### config.mk
export PLATFORM = sky130hd
export DESIGN_NAME = mips_reg_file_mp
export DESIGN_NICKNAME = d
export VERILOG_FILES = /design/src/rtl/mips_reg_file_mp.sv
export SDC_FILE = /design/constraint.sdc
export NUM_CORES = 2
export LEC_CHECK = 0
export CAP_MARGIN = 20
export CORE_UTILIZATION = 65
export CTS_BUF_LIST = sky130_fd_sc_hd__clkbuf_8
export DETAILED_ROUTE_END_ITERATION = 7
export HOLD_SLACK_MARGIN = 0.02
export PLACE_DENSITY = 0.83
export SLEW_MARGIN = 10
export SYNTH_ARGS = -nofsm -noshare
export SYNTH_HDL_FRONTEND = slang
export SYNTH_SLANG_ARGS = --single-unit
### constraint.sdc
create_clock -name clk -period 44.1 [get_ports clk]
set_input_delay 6.615 -clock clk [delete_from_list [all_inputs] [get_ports clk]]
set_output_delay 6.615 -clock clk [all_outputs]
set_load 0.1 [all_outputs]
### src/rtl/mips_reg_file_mp.sv
// ---------------------------------------------------------------------------
// mips_reg_file_mp
// Multi-read-port MIPS register file with an integrated write-pending
// scoreboard. Issue logic reserves a destination register (busy bit set);
// write-back stores the data and clears the busy bit. Readers get both the
// register value and its busy bit, so RAW hazards can be detected directly
// from the read ports.
//
// Optional feature (compile-time macro):
//   REG_FILE_BYPASS_EN - read ports forward same-cycle write-back data.
//
// Parameters:
//   DATA_W   register width in bits
//   ADDR_W   register address width (depth = 2**ADDR_W)
//   NUM_RD   number of combinational read ports (1..8)
//
// Ports:
//   clk       clock, all state updates on the rising edge
//   rst       asynchronous active-high reset
//   rd_addr   packed read addresses, port i at [i*ADDR_W +: ADDR_W]
//   rd_data   packed read data, port i at [i*DATA_W +: DATA_W] (comb)
//   rd_busy   busy bit of the register addressed by each port (comb)
//   wr_en     write-back strobe
//   wr_addr   write-back register
//   wr_data   write-back data
//   rsv_en    reservation request for rsv_addr
//   rsv_addr  register to reserve
//   rsv_ok    reservation accepted this cycle (comb)
//   busy_vec  all scoreboard bits, bit 0 always 0 (registered)
//   pend_cnt  number of busy registers (registered)
// ---------------------------------------------------------------------------
module mips_reg_file_mp #(
   parameter int unsigned DATA_W = 32,
   parameter int unsigned ADDR_W = 5,
   parameter int unsigned NUM_RD = 2
) (
   input  logic                       clk,
   input  logic                       rst,
   input  logic [NUM_RD*ADDR_W-1:0]   rd_addr,
   output logic [NUM_RD*DATA_W-1:0]   rd_data,
   output logic [NUM_RD-1:0]          rd_busy,
   input  logic                       wr_en,
   input  logic [ADDR_W-1:0]          wr_addr,
   input  logic [DATA_W-1:0]          wr_data,
   input  logic                       rsv_en,
   input  logic [ADDR_W-1:0]          rsv_addr,
   output logic                       rsv_ok,
   output logic [(2**ADDR_W)-1:0]     busy_vec,
   output logic [ADDR_W:0]            pend_cnt
);

   localparam int unsigned DEPTH = 2**ADDR_W;
   localparam int unsigned CNT_W = ADDR_W + 1;

   // Architectural state
   logic [DATA_W-1:0] regs_q [DEPTH];
   logic [DEPTH-1:0]  busy_q, busy_d;
   logic [CNT_W-1:0]  pend_cnt_q, pend_cnt_d;

   // Per-cycle decode
   logic              wr_hit_c;
   logic              rsv_take_c;
   logic              same_reg_c;
   logic              cnt_inc_c;
   logic              cnt_dec_c;

   // Unpacked view of the read addresses
   logic [ADDR_W-1:0] rd_addr_a [NUM_RD];

   for (genvar g = 0; g < NUM_RD; g++) begin : g_rd_unpack
      assign rd_addr_a[g] = rd_addr[g*ADDR_W +: ADDR_W];
   end

   // Reservation acceptance: free register, r0, or freed by this cycle's write
   assign rsv_ok = rsv_en & ((rsv_addr == '0) | ~busy_q[rsv_addr] |
                             (wr_en & (wr_addr == rsv_addr)));

   assign wr_hit_c   = wr_en & (wr_addr != '0);
   assign rsv_take_c = rsv_ok & (rsv_addr != '0);
   assign same_reg_c = wr_hit_c & rsv_take_c & (wr_addr == rsv_addr);

   // Counter deltas track only real 0->1 and 1->0 transitions of busy.
   // On a same-register collision the reservation wins, so the write never
   // clears the bit and contributes no decrement.
   assign cnt_inc_c = rsv_take_c & ~busy_q[rsv_addr];
   assign cnt_dec_c = wr_hit_c & busy_q[wr_addr] & ~same_reg_c;

   // Scoreboard next state: clear on write-back, then set on reservation
   always_comb begin
      busy_d     = busy_q;
      pend_cnt_d = pend_cnt_q;
      if (wr_hit_c) begin
         busy_d[wr_addr] = 1'b0;
      end
      if (rsv_take_c) begin
         busy_d[rsv_addr] = 1'b1;
      end
      busy_d[0]  = 1'b0;
      pend_cnt_d = pend_cnt_q + CNT_W'(cnt_inc_c) - CNT_W'(cnt_dec_c);
   end

   // Scoreboard state register
   always_ff @(posedge clk or posedge rst) begin
      if (rst) begin
         busy_q     <= '0;
         pend_cnt_q <= '0;
      end else begin
         busy_q     <= busy_d;
         pend_cnt_q <= pend_cnt_d;
      end
   end

   // Register array; r0 is never written so it stays at its reset value
   always_ff @(posedge clk or posedge rst) begin
      if (rst) begin
         for (int i = 0; i < DEPTH; i++) begin
            regs_q[i] <= '0;
         end
      end else if (wr_hit_c) begin
         regs_q[wr_addr] <= wr_data;
      end
   end

   // Read ports
   always_comb begin
      rd_data = '0;
      rd_busy = '0;
      for (int i = 0; i < NUM_RD; i++) begin
         if (rd_addr_a[i] != '0) begin
            rd_data[i*DATA_W +: DATA_W] = regs_q[rd_addr_a[i]];
            rd_busy[i]                  = busy_q[rd_addr_a[i]];
         end
`ifdef REG_FILE_BYPASS_EN
         // Forward write-back data; busy stays set only if a same-register
         // reservation is re-issued in this very cycle.
         if (wr_hit_c && (rd_addr_a[i] == wr_addr)) begin
            rd_data[i*DATA_W +: DATA_W] = wr_data;
            rd_busy[i]                  = same_reg_c;
         end
`endif
      end
   end

   assign busy_vec = busy_q;
   assign pend_cnt = pend_cnt_q;

endmodule
Yosys cells after proc, flatten, opt, wreduce, memory -nomap -nowiden
Cells that the tools add are included.
{ "totals": {"ff_bits": 1061, "inputBits": 56, "output_inout_bits": 105, "elab_cells": 101} }
{ "classes": {"n_addsub": 2, "magnitude_cmp": 10, "eq_ne": 1, "n_mux": 27, "bitwise_logic": 19, "n_reduce_logical": 8} }
{ "ops": {"columns": ["cell", "count"], "rows": [
  ["$bwmux W1024", 1],
  ["$bmux W32 S5", 2],
  ["$mux W32", 9],
  ["$demux W32 S5", 1],
  ["$and A32 B32 Y32", 1],
  ["$not A32 Y32", 1],
  ["$or A32 B32 Y32", 1],
  ["$lt A5 B6 Y1 const B", 4],
  ["$bmux W1 S5", 4],
  ["$reduce_bool A5 Y1", 4],
  ["$ge A6 B6 Y1 const B", 3],
  ["$not A5 Y6", 3],
  ["$demux W1 S5", 2],
  ["$ge A5 B1 Y1 const B", 2],
  ["$and A1 B1 Y1", 9],
  ["$mux W1", 8],
  ["$add A6 B1 Y6", 1],
  ["$lt A6 B1 Y1 const B", 1],
  ["$sub A6 B1 Y6", 1],
  ["$eq A5 B5 Y1", 1],
  ["$logic_not A5 Y1", 1],
  ["$logic_and A1 B1 Y1", 3],
  ["$not A1 Y1", 2],
  ["$or A1 B1 Y1", 2]
]} }

Longest topological paths before layout
{ "depth": {"ltp_word": 12, "ltp_mapped": 16, "ltp_nobuf": 13} }

Worst setup path after synthesis
Ideal clock, no wire load.
{ "synth_path": {"path_type": "input to output", "from": "input port rsv_addr[1]", "to": "output port rsv_ok", "arrival_ns": 10.087, "setup_slack_ns": 27.398, "path_stages": 8, "path_buffers": 3, "cell_sequence": "buf_2 buf_6 buf_2 mux2i_1 o22ai_1 a31oi_1 nand4_1 a21boi_0"} }
{ "synth_via": {"elab_chain_len": 6, "word_cells_on_any_way": 9, "cone_classes": "eq/ne: 1; mux: 2; bitwise: 5; reduce/logical: 1"} }
{ "synth_lines": {"columns": ["item", "line", "text"], "rows": [
  ["start: declaration", "46", "input logic [ADDR_W-1:0] rsv_addr,"],
  ["$bmux W1 S5", "75", "assign rsv_ok = rsv_en & ((rsv_addr == '0) | ~busy_q[rsv_addr] |"],
  ["$mux W1 (not written as such)", "75", null],
  ["$not A1 Y1", "75", null],
  ["$or A1 B1 Y1", "75", null],
  ["$or A1 B1 Y1 *", "75", null],
  ["$and A1 B1 Y1 *", "75", null],
  ["end: declaration", "47", "output logic rsv_ok,"]
]} }
Mark *: on every way between the ends. The rest lies on a longest branch, timed or not. The select of a mux whose other input is x is not followed.

Worst setup path in the final report
{ "layout_path": {"from": "input port rd_addr[5]", "to": "output port rd_data[61]"} }
{ "layout_via": {"elab_chain_len": 5, "word_cells_on_any_way": 6, "cone_classes": "mux: 4; bitwise: 1; reduce/logical: 1"} }
{ "layout_lines": {"columns": ["item", "line", "text"], "rows": [
  ["start: declaration", "39", "input logic [NUM_RD*ADDR_W-1:0] rd_addr,"],
  ["$not A5 Y6 (not written as such)", "130", "rd_data[i*DATA_W +: DATA_W] = regs_q[rd_addr_a[i]];"],
  ["$bmux W32 S5", "130", null],
  ["$mux W32 (not written as such) (2 in a row)", "130", null],
  ["$mux W32 *", "129", "if (rd_addr_a[i] != '0) begin"],
  ["end: declaration", "40", "output logic [NUM_RD*DATA_W-1:0] rd_data,"]
]} }
Marks and branches as above.

==> impl_results.md <==
* Most common cell after layout, fill and taps aside: dfrtp_1
* Post-layout minimum cycle time at 18.23 ns
* Synth Register Bits at 1061
* R2R setup slack at 40.69 ns
* Layout Cells excl Fill at 4927
* Cts-stage hold buffer count at 0
* Met1 WL at 60100 um
* Final RePlAce weighted congestion at 0.951
* Height of the die at 299 um
* Crit end category: output port
* Hold path startpoint: regs_q[1020]
* Final count of negative-setup-slack endpoints at 0
* Number of buffer cells added on primary ports at 159
* Min Hold Slack at 0.396 ns
* HPWL Detailed at 93400 um
* CTS sink cnt at 1061
* Max-slew violation total from the final report at 0
* Clock slew at the register clock pins of the worst setup and hold paths at 0.06 ns
* Slew at the pin closest to its max-slew limit at 1.21 ns
* Synthesized area at 0.0572 mm^2
* Net count of the mapped netlist at 3696
* Final Cycle Share at 41.3%
* Worst setup startpoint: rd_addr[5]
* Post-Syn Instances at 3633
* Detailed-route via count at 36043
* Data required time of the critical path at 37.49 ns
* Largest net degree at the start of global routing at 190
* Max IR drop VDD at 0.0386 mV
* Total wire length at 165000 um
* Share of async-settable or async-resettable flops after synthesis at 100%
* Max Cap Viol at 0
* Total negative slack for setup checks at 0 ns
* Vias in the first global route at 38019
* Worst-path maximum fanout at 98
* Mean routed wirelength per cell at 33.4 um
* Clk_skew at 0.0289 ns
* PD cells at 49.2 mW/mm^2
* Routed met2 length at 78700 um
* GRT Residual Overflow at 0
* Worst skew pair latency at 0.84 ns
* Drt pass-1 iters at 5
* Global-route total usage across every layer at 38.0%
* Num CTS Buffers at 172
* Worst Setup Slack, final at 25.87 ns
* Area growth from synthesis to layout at 10.1%
* Antenna-violating nets left at 0
* Max H-tree Level at 4
* Utilization of the core after routing at 72.5%
* Worst reg2reg endpoint: pend_cnt[5]
* Count of pins on the block boundary at 161
* Hold Crit Class: reg2reg
* # rows at 108
* Initial core utilization at 65.8%
* Predominant post-synthesis flop cell: dfrtp_1
* Core Box Area at 0.0869 mm^2
* Sequential fraction of the synthesis area at 46.4%
* Number of resized instances in the post-cts repair step at 0
* Placement Cell Area at 0.0591 mm^2
* First-pass GRT wire length at 248000 um
* Worst setup path class: in2out
* Slew headroom at 19.2%
* RSZ-0062 raised after global routing: false
* Number of antenna violations at the first check in global routing at 15
* Launch instance of the worst register-to-register path: busy_vec[25]
* Critical Path End: rd_data[61]
* Total instance count after detailed placement at 4603
* DR vias/cell at 7.32
* Filler cells at 5165
* Arrival time at the worst endpoint at 11.61 ns
* Leakage component of the power at 26.9 nW
* Yosys warnings at 0
* Number of buffers inserted to repair setup after CTS at 0
* Count of unresolved DRC violations after routing at 0
* Top library cells by usage in the layout, fill and taps aside: dfrtp_1, mux2_2, mux4_2
* Top routing layer used: met5
* Status: finished clean
* Dpl ws at 25.98 ns
* Max Clk Rate at 54.9 MHz
* Overall power after layout at 3.10 mW
* Final Hold Vio Count at 0
* Final layout net count at 3691
* Overall die area at 0.0891 mm^2
* Reg2reg path depth at 13
* Clock tree from TritonCTS: done
* Nature of the critical path startpoint: input port
* Deepest clock path buffer count at 3
* Synth unique cells at 55
* Post-Synthesis Mean Instance Area at 15.7 um^2
* Non-Filler Cell Area, Final at 0.0630 mm^2
* Die W at 299 um
* Initial DRC Count at 4039
* Post-synth EDFFs at 0
* Fraction of layout cells with a size suffix above 1 at 54.8%
* Cell at the root of the clock tree: clkbuf_8
* Length of routed met3 wiring at 17300 um
==> state kept, by name, summed over array words and instances (netlist names) <==
register,count
busy_vec,31
regs_q,1024
pend_cnt,6
==> how the worst min path moves through the flow <==
stage,slack (ns),cells after the start,to
finish,0.40,0,regs_q[1020]
global route,0.41,0,regs_q[1014]
CTS,0.40,0,regs_q[1003]
detailed placement,0.38,0,regs_q[1005]
global placement,0.38,0,regs_q[998]
floorplan,0.44,1,regs_q[1000]
==> kinds of logic (layout without fill, tap and decap cells) <==
kind of cell	Yosys count	in the layout	synth area share, %
compound gates	133	133	1.37
other cells	1	5	0.00656
xor+xnor	10	10	0.153
simple gates	249	249	1.96
mux	1680	1680	46.1
fa+ha+maj	7	7	0.166
buf+inv	492	627	3.80
flops	1061	1061	46.4
==> Yosys cell counts, types with 17 or more instances <==
master | count | area share [%]
dfrtp_1 | 1061 | 46
mux2_2 | 1000 | 20
mux4_2 | 662 | 26
clkbuf_1 | 193 | 1.3
buf_2 | 142 | 1.2
nand2_1 | 136 | 0.89
inv_1 | 80 | 0.53
o21ai_1 | 64 | 0.56
buf_1 | 49 | 0.32
nor2_1 | 42 | 0.28
o21ai_0 | 33 | 0.29
nand3_1 | 19 | 0.17
mux2i_1 | 18 | 0.32
buf_4 | 17 | 0.22
==> power by group <==
| group | internal [mW] | switching, mW | leakage (nW) | total [mW] |
|---|---|---|---|---|
| Clock | 0.503 | 0.413 | 2.12 | 0.916 |
| Sequential | 1.16 | 0.157 | 13.6 | 1.32 |
| Combinational | 0.419 | 0.442 | 11.2 | 0.861 |
==> layout make-up <==
type / count / area (um^2) / area share (%)
Inverter: 80 / 308 / 0.489
Clock buffer: 225 / 3100 / 4.92
Multi-Input combinational cell: 2080 / 28600 / 45.4
Tap cell: 1155 / 1450 / 2.30
Clock inverter: 89 / 652 / 1.04
Timing Repair Buffer: 233 / 2290 / 3.63
Sequential cell: 1061 / 26600 / 42.2
Antenna cell: 4 / 10.0 / 0.0159
==> routing by layer <==
layer	global-route usage, %	vias up
li1	-	14008
met4	19.2	20
met5	0	-
met2	58.2	2152
met3	10.9	528
met1	50.5	19335
==> worst max-delay path, cell delays in order <==
cell and delay, ns:
buf_8 0.62, buf_4 0.85, buf_12 0.66, mux4_2 0.59, mux4_2 0.49, inv_1 0.09, o21ai_1 0.22, clkdlybuf4s50_1 1.08
No activity file was read; power rests on OpenSTA's default activity.
